**config.mk**
```make
export PLATFORM = sky130hd
export DESIGN_NAME = mem_arbiter
export DESIGN_NICKNAME = d
export VERILOG_FILES = /design/src/rtl/mem_arb_pkg.sv /design/src/rtl/mem_arb_watchdog.sv /design/src/rtl/mem_arbiter.sv
export SDC_FILE = /design/constraint.sdc
export NUM_CORES = 1
export LEC_CHECK = 0
export BUFFER_PORTS_ARGS = -buffer_cell sky130_fd_sc_hd__buf_2
export CORE_AREA = 8 8 116 118
export CTS_BUF_LIST = sky130_fd_sc_hd__clkbuf_16
export CTS_CLUSTER_DIAMETER = 50
export DETAILED_ROUTE_END_ITERATION = 7
export DIE_AREA = 0 0 124 126
export GPL_TIMING_DRIVEN = 0
export PLACE_DENSITY_LB_ADDON = 0.1
export SETUP_SLACK_MARGIN = 0.4
export SYNTH_ARGS = -nofsm -noshare
export SYNTH_HDL_FRONTEND = slang
export SYNTH_HIERARCHICAL = 1
export SYNTH_SLANG_ARGS = --single-unit
```
**constraint.sdc**
```tcl
create_clock -name clk_i -period 2.2 [get_ports clk_i]
set_input_delay 0.11 -clock clk_i [delete_from_list [all_inputs] [get_ports clk_i]]
set_output_delay 0.11 -clock clk_i [all_outputs]
set_load 0.005 [all_outputs]
```
**src/rtl/mem_arb_pkg.sv**
```systemverilog
// Shared constants for mem_arbiter: FSM state codes, one-hot grant values and
// the read data returned on a watchdog abort.
package mem_arb_pkg;

    localparam logic [1:0] ST_IDLE = 2'd0;
    localparam logic [1:0] ST_BUSY = 2'd1;
    localparam logic [1:0] ST_GAP  = 2'd2;

    localparam logic [1:0] GRANT_NONE   = 2'b00;
    localparam logic [1:0] GRANT_CORE   = 2'b01;
    localparam logic [1:0] GRANT_LOADER = 2'b10;

    localparam logic [31:0] TIMEOUT_RDATA = 32'hDEADBEEF;

endpackage

```
**src/rtl/mem_arb_watchdog.sv**
```systemverilog
// BUSY-phase watchdog for mem_arbiter; only instantiated when MEM_ARB_TIMEOUT_EN is defined.
// Counts BUSY cycles without mem_ready and flags expiry on the (TimeoutCycles)th such cycle.
module mem_arb_watchdog #(
    parameter int unsigned TimeoutCycles = 1024
) (
    input  logic clk_i,
    input  logic reset_i,
    input  logic busy_i,
    input  logic ready_i,
    output logic expire_o
);

    localparam int unsigned CntWidth = $clog2(TimeoutCycles);
    localparam logic [CntWidth-1:0] CntLast = CntWidth'(TimeoutCycles - 1);

    logic [CntWidth-1:0] r_cnt;

    // Held at zero outside BUSY so every BUSY entry starts a fresh count.
    always_ff @(posedge clk_i) begin
        if (reset_i || !busy_i) begin
            r_cnt <= '0;
        end else if (!ready_i) begin
            r_cnt <= r_cnt + CntWidth'(1);
        end
    end

    assign expire_o = busy_i & ~ready_i & (r_cnt == CntLast);

endmodule

```
**src/rtl/mem_arbiter.sv**
```systemverilog
// Two-requester round-robin arbiter for a single picorv32-style native memory port,
// with loader lock bursts. Define MEM_ARB_TIMEOUT_EN to enable the BUSY watchdog and err_o.
module mem_arbiter
    import mem_arb_pkg::*;
#(
    parameter int unsigned AddrWidth     = 32,
    parameter int unsigned DataWidth     = 32,
    parameter int unsigned TimeoutCycles = 1024
) (
    input  logic                 clk_i,
    input  logic                 reset_i,
    input  logic                 req0_valid_i,
    input  logic [AddrWidth-1:0] req0_addr_i,
    input  logic [DataWidth-1:0] req0_wdata_i,
    input  logic [3:0]           req0_wstrb_i,
    output logic                 req0_ready_o,
    output logic [DataWidth-1:0] req0_rdata_o,
    input  logic                 req1_valid_i,
    input  logic [AddrWidth-1:0] req1_addr_i,
    input  logic [DataWidth-1:0] req1_wdata_i,
    input  logic [3:0]           req1_wstrb_i,
    output logic                 req1_ready_o,
    output logic [DataWidth-1:0] req1_rdata_o,
    input  logic                 req1_lock_i,
    output logic                 mem_valid_o,
    output logic [AddrWidth-1:0] mem_addr_o,
    output logic [DataWidth-1:0] mem_wdata_o,
    output logic [3:0]           mem_wstrb_o,
    input  logic [DataWidth-1:0] mem_rdata_i,
    input  logic                 mem_ready_i,
    output logic [1:0]           grant_o,
    output logic                 err_o
);

    logic [1:0] r_state;
    logic [1:0] w_state_next;
    logic [1:0] r_grant;
    logic [1:0] w_grant_next;
    logic       r_rr_ptr;
    logic       w_rr_ptr_next;
    logic       r_lock;
    logic       w_lock_next;

    logic                 w_busy;
    logic                 w_sel1;
    logic                 w_req_valid;
    logic                 w_drop;
    logic                 w_done;
    logic                 w_timeout;
    logic                 w_finish;
    logic [DataWidth-1:0] w_rdata;

    assign w_busy      = (r_state == ST_BUSY);
    assign w_sel1      = r_grant[1];
    assign w_req_valid = w_sel1 ? req1_valid_i : req0_valid_i;
    assign w_drop      = w_busy & ~w_req_valid;
    assign w_done      = w_busy & w_req_valid & mem_ready_i;
    // A pending reset suppresses the completion pulse of the cycle it lands in.
    assign w_finish    = (w_done | w_timeout) & ~reset_i;
    assign w_rdata     = w_done ? mem_rdata_i : DataWidth'(TIMEOUT_RDATA);

`ifdef MEM_ARB_TIMEOUT_EN
    logic w_expire;
    logic r_err;

    mem_arb_watchdog #(
        .TimeoutCycles(TimeoutCycles)
    ) u_watchdog (
        .clk_i   (clk_i),
        .reset_i (reset_i),
        .busy_i  (w_busy),
        .ready_i (mem_ready_i),
        .expire_o(w_expire)
    );

    assign w_timeout = w_expire & w_req_valid;

    always_ff @(posedge clk_i) begin
        if (reset_i) begin
            r_err <= 1'b0;
        end else if (w_timeout) begin
            r_err <= 1'b1;
        end
    end

    assign err_o = r_err;
`else
    logic w_unused_cfg;

    assign w_unused_cfg = (TimeoutCycles < 2);
    assign w_timeout    = 1'b0;
    assign err_o        = 1'b0;
`endif

    always_comb begin
        w_state_next  = r_state;
        w_grant_next  = r_grant;
        w_rr_ptr_next = r_rr_ptr;
        w_lock_next   = r_lock;
        case (r_state)
            ST_IDLE: begin
                if (req0_valid_i || req1_valid_i) begin
                    w_state_next = ST_BUSY;
                    if (req0_valid_i && req1_valid_i) begin
                        w_grant_next = r_rr_ptr ? GRANT_LOADER : GRANT_CORE;
                    end else begin
                        w_grant_next = req1_valid_i ? GRANT_LOADER : GRANT_CORE;
                    end
                end
            end
            ST_BUSY: begin
                if (w_drop) begin
                    w_state_next = ST_IDLE;
                    w_grant_next = GRANT_NONE;
                end else if (w_done) begin
                    w_state_next = ST_GAP;
                    w_grant_next = GRANT_NONE;
                    w_lock_next  = w_sel1 & req1_lock_i;
                    if (!(w_sel1 && req1_lock_i)) begin
                        w_rr_ptr_next = ~w_sel1;
                    end
                end else if (w_timeout) begin
                    w_state_next  = ST_GAP;
                    w_grant_next  = GRANT_NONE;
                    w_lock_next   = 1'b0;
                    w_rr_ptr_next = ~w_sel1;
                end
            end
            ST_GAP: begin
                w_lock_next = 1'b0;
                if (r_lock && req1_valid_i) begin
                    w_state_next = ST_BUSY;
                    w_grant_next = GRANT_LOADER;
                end else begin
                    w_state_next = ST_IDLE;
                end
            end
            default: begin
                w_state_next = ST_IDLE;
                w_grant_next = GRANT_NONE;
                w_lock_next  = 1'b0;
            end
        endcase
    end

    always_ff @(posedge clk_i) begin
        if (reset_i) begin
            r_state  <= ST_IDLE;
            r_grant  <= GRANT_NONE;
            r_rr_ptr <= 1'b0;
            r_lock   <= 1'b0;
        end else begin
            r_state  <= w_state_next;
            r_grant  <= w_grant_next;
            r_rr_ptr <= w_rr_ptr_next;
            r_lock   <= w_lock_next;
        end
    end

    assign mem_valid_o  = w_busy & w_req_valid;
    assign mem_addr_o   = w_busy ? (w_sel1 ? req1_addr_i : req0_addr_i) : '0;
    assign mem_wdata_o  = w_busy ? (w_sel1 ? req1_wdata_i : req0_wdata_i) : '0;
    assign mem_wstrb_o  = w_busy ? (w_sel1 ? req1_wstrb_i : req0_wstrb_i) : 4'h0;
    assign grant_o      = r_grant;

    assign req0_ready_o = w_finish & ~w_sel1;
    assign req1_ready_o = w_finish & w_sel1;
    assign req0_rdata_o = req0_ready_o ? w_rdata : '0;
    assign req1_rdata_o = req1_ready_o ? w_rdata : '0;

endmodule
```
After elaboration in Yosys (flattened, before gate mapping)
Cells that the tools add are included.

Bits in registers: 6.

Equality and inequality tests: 7. Multiplexer cells: 26. Bitwise gates (word level): 13. Reductions and logical operators: 9.

Operators with widths (number): $mux W32 (7); $mux W2 (10); $pmux W2 S3 (2); $mux W4 (2); $and A1 B1 Y1 (7); $ne A2 B2 Y1 const B (3); $not A1 Y1 (6); $reduce_and A3 Y1 (2); $mux W1 (4); $reduce_and A4 Y1 (1); $logic_and A1 B1 Y1 (3); $ne A3 B1 Y1 const B (1); $eq A2 B1 Y1 const B (1); $eq A2 B2 Y1 const B (1); $logic_not A2 Y1 (1); $ne A2 B1 Y1 const B (1); $pmux W1 S2 (1); $reduce_and A2 Y1 (1); $logic_or A1 B1 Y1 (1).

Depth between registers and ports, before layout
Depth in word-level cells: 6. Gate-level depth with buffers: 6. Depth with buffers taken out: 4.

Least setup slack after synthesis
No wires, ideal clock.

Path kind: register to output. Start point: register r_grant[1], in the netlist grant_o[1]. End point: output req0_rdata_o[23]. Data arrival time: 1.325 ns. Path slack: 0.765 ns. Cell stages (with the launch flop): 7. Cells stage by stage: dfxtp_1 buf_4 mux2_4 nand3_2 nor3_4 buf_2 and2_1.

Word-level cells in the longest chain between the ends: 6. Elaborated cells on any way between the ends: 8.

RTL lines: start: declaration (RTL line mem_arbiter.sv:37) `logic [1:0] r_grant;`; start signal: assignment (RTL line mem_arbiter.sv:154) `r_grant <= w_grant_next;`; $mux W1 (RTL line mem_arbiter.sv:55) `assign w_req_valid = w_sel1 ? req1_valid_i : req0_valid_i;`; $and A1 B1 Y1 (2 in series) (RTL line mem_arbiter.sv:57) `assign w_done = w_busy & w_req_valid & mem_ready_i;`; $and A1 B1 Y1 (RTL line mem_arbiter.sv:59) `assign w_finish = (w_done | w_timeout) & ~reset_i;`; $and A1 B1 Y1 (*) (RTL line mem_arbiter.sv:166) `assign req0_ready_o = w_finish & ~w_sel1;`; net req0_ready_o (RTL line mem_arbiter.sv:16) `output logic req0_ready_o,`; $mux W32 (*) (RTL line mem_arbiter.sv:168) `assign req0_rdata_o = req0_ready_o ? w_rdata : '0;`; end: declaration (RTL line mem_arbiter.sv:17) `output logic [DataWidth-1:0] req0_rdata_o,`.

The timed path passes the listed nets; every way through them passes the cells marked *.

Worst setup path after layout
Start point: register r_grant[1], in the netlist grant_o[1]. End point: output req0_rdata_o[20].

Word-level cells in the longest chain between the ends: 6. Elaborated cells on any way between the ends: 8.

RTL lines (RTL line): $mux W1 (mem_arbiter.sv:55); $and A1 B1 Y1 (2 in series) (mem_arbiter.sv:57); $and A1 B1 Y1 (mem_arbiter.sv:59); $and A1 B1 Y1 (mem_arbiter.sv:166); $mux W32 (*) (mem_arbiter.sv:168).

Every way passes the cells marked *; elsewhere a longest branch is shown, timed or not.

==> results.md <==
- Fin crit period: 1.80 ns
- Largest net degree at the start of global routing: 11
- Final core occ: 32.3%
- DPL Wire Length: 9.26 mm
- Synth Register Bits: 6
- Placed Cells: 718
- Outcome: complete, no violations
- Max VDD drop: 0.000125 V
- Drt pass-1 iters: 4
- Slew Limit Fails: 0
- Via count: 2887
- Final ANT Viol Nets: 0
- Number of global-route vias before repair: 3065
- Final TNS setup: 0 ns
- Initial antenna violation count: 0
- Sequential element share of the synthesized area: 6.78%
- Die ar.: 15600 µm²
- Height of the die: 126 µm
- H-tree levels: 1
- Longest Clk Path Bufs: 2
- Max Clk Rate: 0.555 GHz
- Critical Path Start Type: flop
- Tcrit/Tclk final: 81.9%
- Required @ worst endpoint: 2.09 ns
- MaxCap Viol Count: 0
- Unique masters post-synth: 27
- Worst Setup End Kind: output pin
- Crit path DAT: 1.69 ns
- Num CTS Buffers: 3
- Setup violators final: 0
- Netlist Area Pre-Place: 1770 µm²
- Yosys warns: 6
- Gr usage total: 12.1%
- ANT cells: 0
- Chip Width: 124 µm
- Post-Route WL: 10.6 mm
- Tot Pwr: 976 µW
- Initial Util: 15.1%
- Syn Area/Cell: 6.79 µm²
- Final routed DRC violation total: 0
- Root buf cell: clkbuf_16
- Synth Net Count: 435
- Cells after synthesis: 261
- Final std cells w/o fill: 730
- First-pass GRT wire length: 15.3 mm
- CTS tree: built
- # IOs: 312
- Port Buffers: 310
- Share of layout cells above drive strength 1: 61.6%
- # clock sinks: 6
- Vias/cell: 3.95
- Final Wtd Congestion: 0.726
- Worst Skew: 0.000389 ns
- Number of core rows: 40
- WHS: 0.154 ns
- CP Class: flop to output pin
- Routed len/inst: 14.6 µm
- Initial DRC count: 84
- RSZ-0062 raised after global routing: yes
- Crit-path max FO: 6
- Fin nets: 759
- Clk_lat worst skew: 0.23 ns
- Endpoints failing hold: 0
- GR Overflow Total: 0
- Core area: 11700 µm²
- PwrDens: 258 nW/µm²
- Worst hold-check path type: input port to flop
- Lkg Pwr: 0.00225 µW
- Area growth syn-to-layout: 114%
- Clock slew at the register clock pins of the worst setup and hold paths: 0.03 ns
[critical path: stages (launching register included)]
cell     delay [ns]
dfxtp_2        0.31
buf_6          0.12
mux2_4         0.21
nand3_4        0.10
nor3_4         0.23
buf_6          0.15
buf_4          0.13
and2_1         0.11
buf_2          0.11
[layout make-up]
type | count | area [µm²]
fillers | 1323 | 7930
multi-input cells | 229 | 1560
repair buffers | 319 | 1660
flip-flops and latches | 6 | 124
inverters | 3 | 11.3
clock buffers | 3 | 75.1
plain buffers | 23 | 163
well taps | 147 | 184
[path summary, 6_finish.rpt]
| kind | start | end | slack [ns] | cells past startpoint |
|---|---|---|---|---|
| worst max-delay path | grant_o[1]$_SDFFE_PP0P_ | req0_rdata_o[20] | 0.40 | 8 |
| worst min-delay path | req1_lock_i | r_rr_ptr$_SDFFE_PP0P_ | 0.15 | 3 |
| worst max register to register | grant_o[1]$_SDFFE_PP0P_ | r_rr_ptr$_SDFFE_PP0P_ | 0.68 | 8 |
| worst min register to register | grant_o[0]$_SDFFE_PP0P_ | grant_o[0]$_SDFFE_PP0P_ | 0.46 | 2 |
[registers in the layout, summed over array words and instances, names as in the netlist]
signal and count:
grant_o 2, r_lock 1, r_state 2, r_rr_ptr 1
[cells in the final DEF, fill, tap and decap left out, types with 3 or more instances in the layout]
cell / n
and2_1: 58
and2_4: 6
buf_2: 309
buf_4: 12
buf_6: 12
clkbuf_16: 3
clkbuf_2: 5
clkbuf_4: 4
dfxtp_1: 3
dfxtp_2: 3
inv_1: 3
mux2i_1: 69
nand2_1: 5
nor2_1: 72
[synth_stat cells]
| cell type | n | share of area [%] |
|---|---|---|
| nand3_2 | 1 | 0.56 |
| a2bb2oi_1 | 1 | 0.49 |
| buf_4 | 2 | 0.85 |
| nor2_1 | 72 | 15 |
| and3_1 | 1 | 0.35 |
| nor3_1 | 1 | 0.28 |
| o21bai_1 | 1 | 0.42 |
| nor2_2 | 1 | 0.35 |
| o22a_1 | 1 | 0.49 |
| buf_1 | 2 | 0.42 |
| nand2_1 | 5 | 1.1 |
| nor3_4 | 1 | 0.92 |
| mux2_4 | 1 | 0.85 |
| nand2b_1 | 2 | 0.71 |
| nor2b_1 | 2 | 0.71 |
| clkbuf_1 | 5 | 1.1 |
| o22ai_1 | 1 | 0.35 |
| buf_2 | 14 | 4.0 |
| conb_1 | 1 | 0.21 |
| a21oi_1 | 1 | 0.28 |
| a2111o_1 | 1 | 0.64 |
| o21ai_1 | 1 | 0.28 |
| o2111ai_1 | 1 | 0.49 |
| inv_1 | 3 | 0.64 |
| dfxtp_1 | 6 | 6.8 |
| and2_1 | 64 | 23 |
| mux2i_1 | 69 | 39 |
[power by group]
group	total, µW	internal (µW)	switching (µW)
clock network	293	233	59.7
logic	560	308	252
registers	122	116	6.10
total	976	657	318
[cells by family after synthesis]
group / Yosys count / synth area share (%)
compound gates: 8 / 3.46
other cells: 1 / 0.212
simple gates: 150 / 42.8
flops: 6 / 6.78
buf+inv: 26 / 6.92
mux: 70 / 39.8
[timing repair]
| item | in CTS | in global routing |
|---|---|---|
| hold buffers | 0 | 0 |
| pin swaps | 2 | 9 |
| gates cloned | 0 | 2 |
| setup buffers | 6 | 1 |
| gates resized for setup | 20 | 28 |
| setup endpoints to repair | 104 | 111 |
[through the flow]
step           instance area (µm²)  worst slack (ns)
2_1_floorplan                 1770             0.765
3_3_place_gp                  3510             0.354
3_5_place_dp                  3510             0.347
4_1_cts                       3690             0.404
5_1_grt                       3780             0.324
6_report                      3780             0.398
[routing by layer]
| metal | GRT usage, % | wire, µm | up-vias |
|---|---|---|---|
| met1 | 11.6 | 3690 | 1223 |
| li1 | - | - | 1498 |
| met5 | 0 | 0 | - |
| met4 | 3.43 | 153 | 0 |
| met3 | 3.80 | 1150 | 10 |
| met2 | 23.6 | 5630 | 156 |
(Power assumes the default switching activity.)
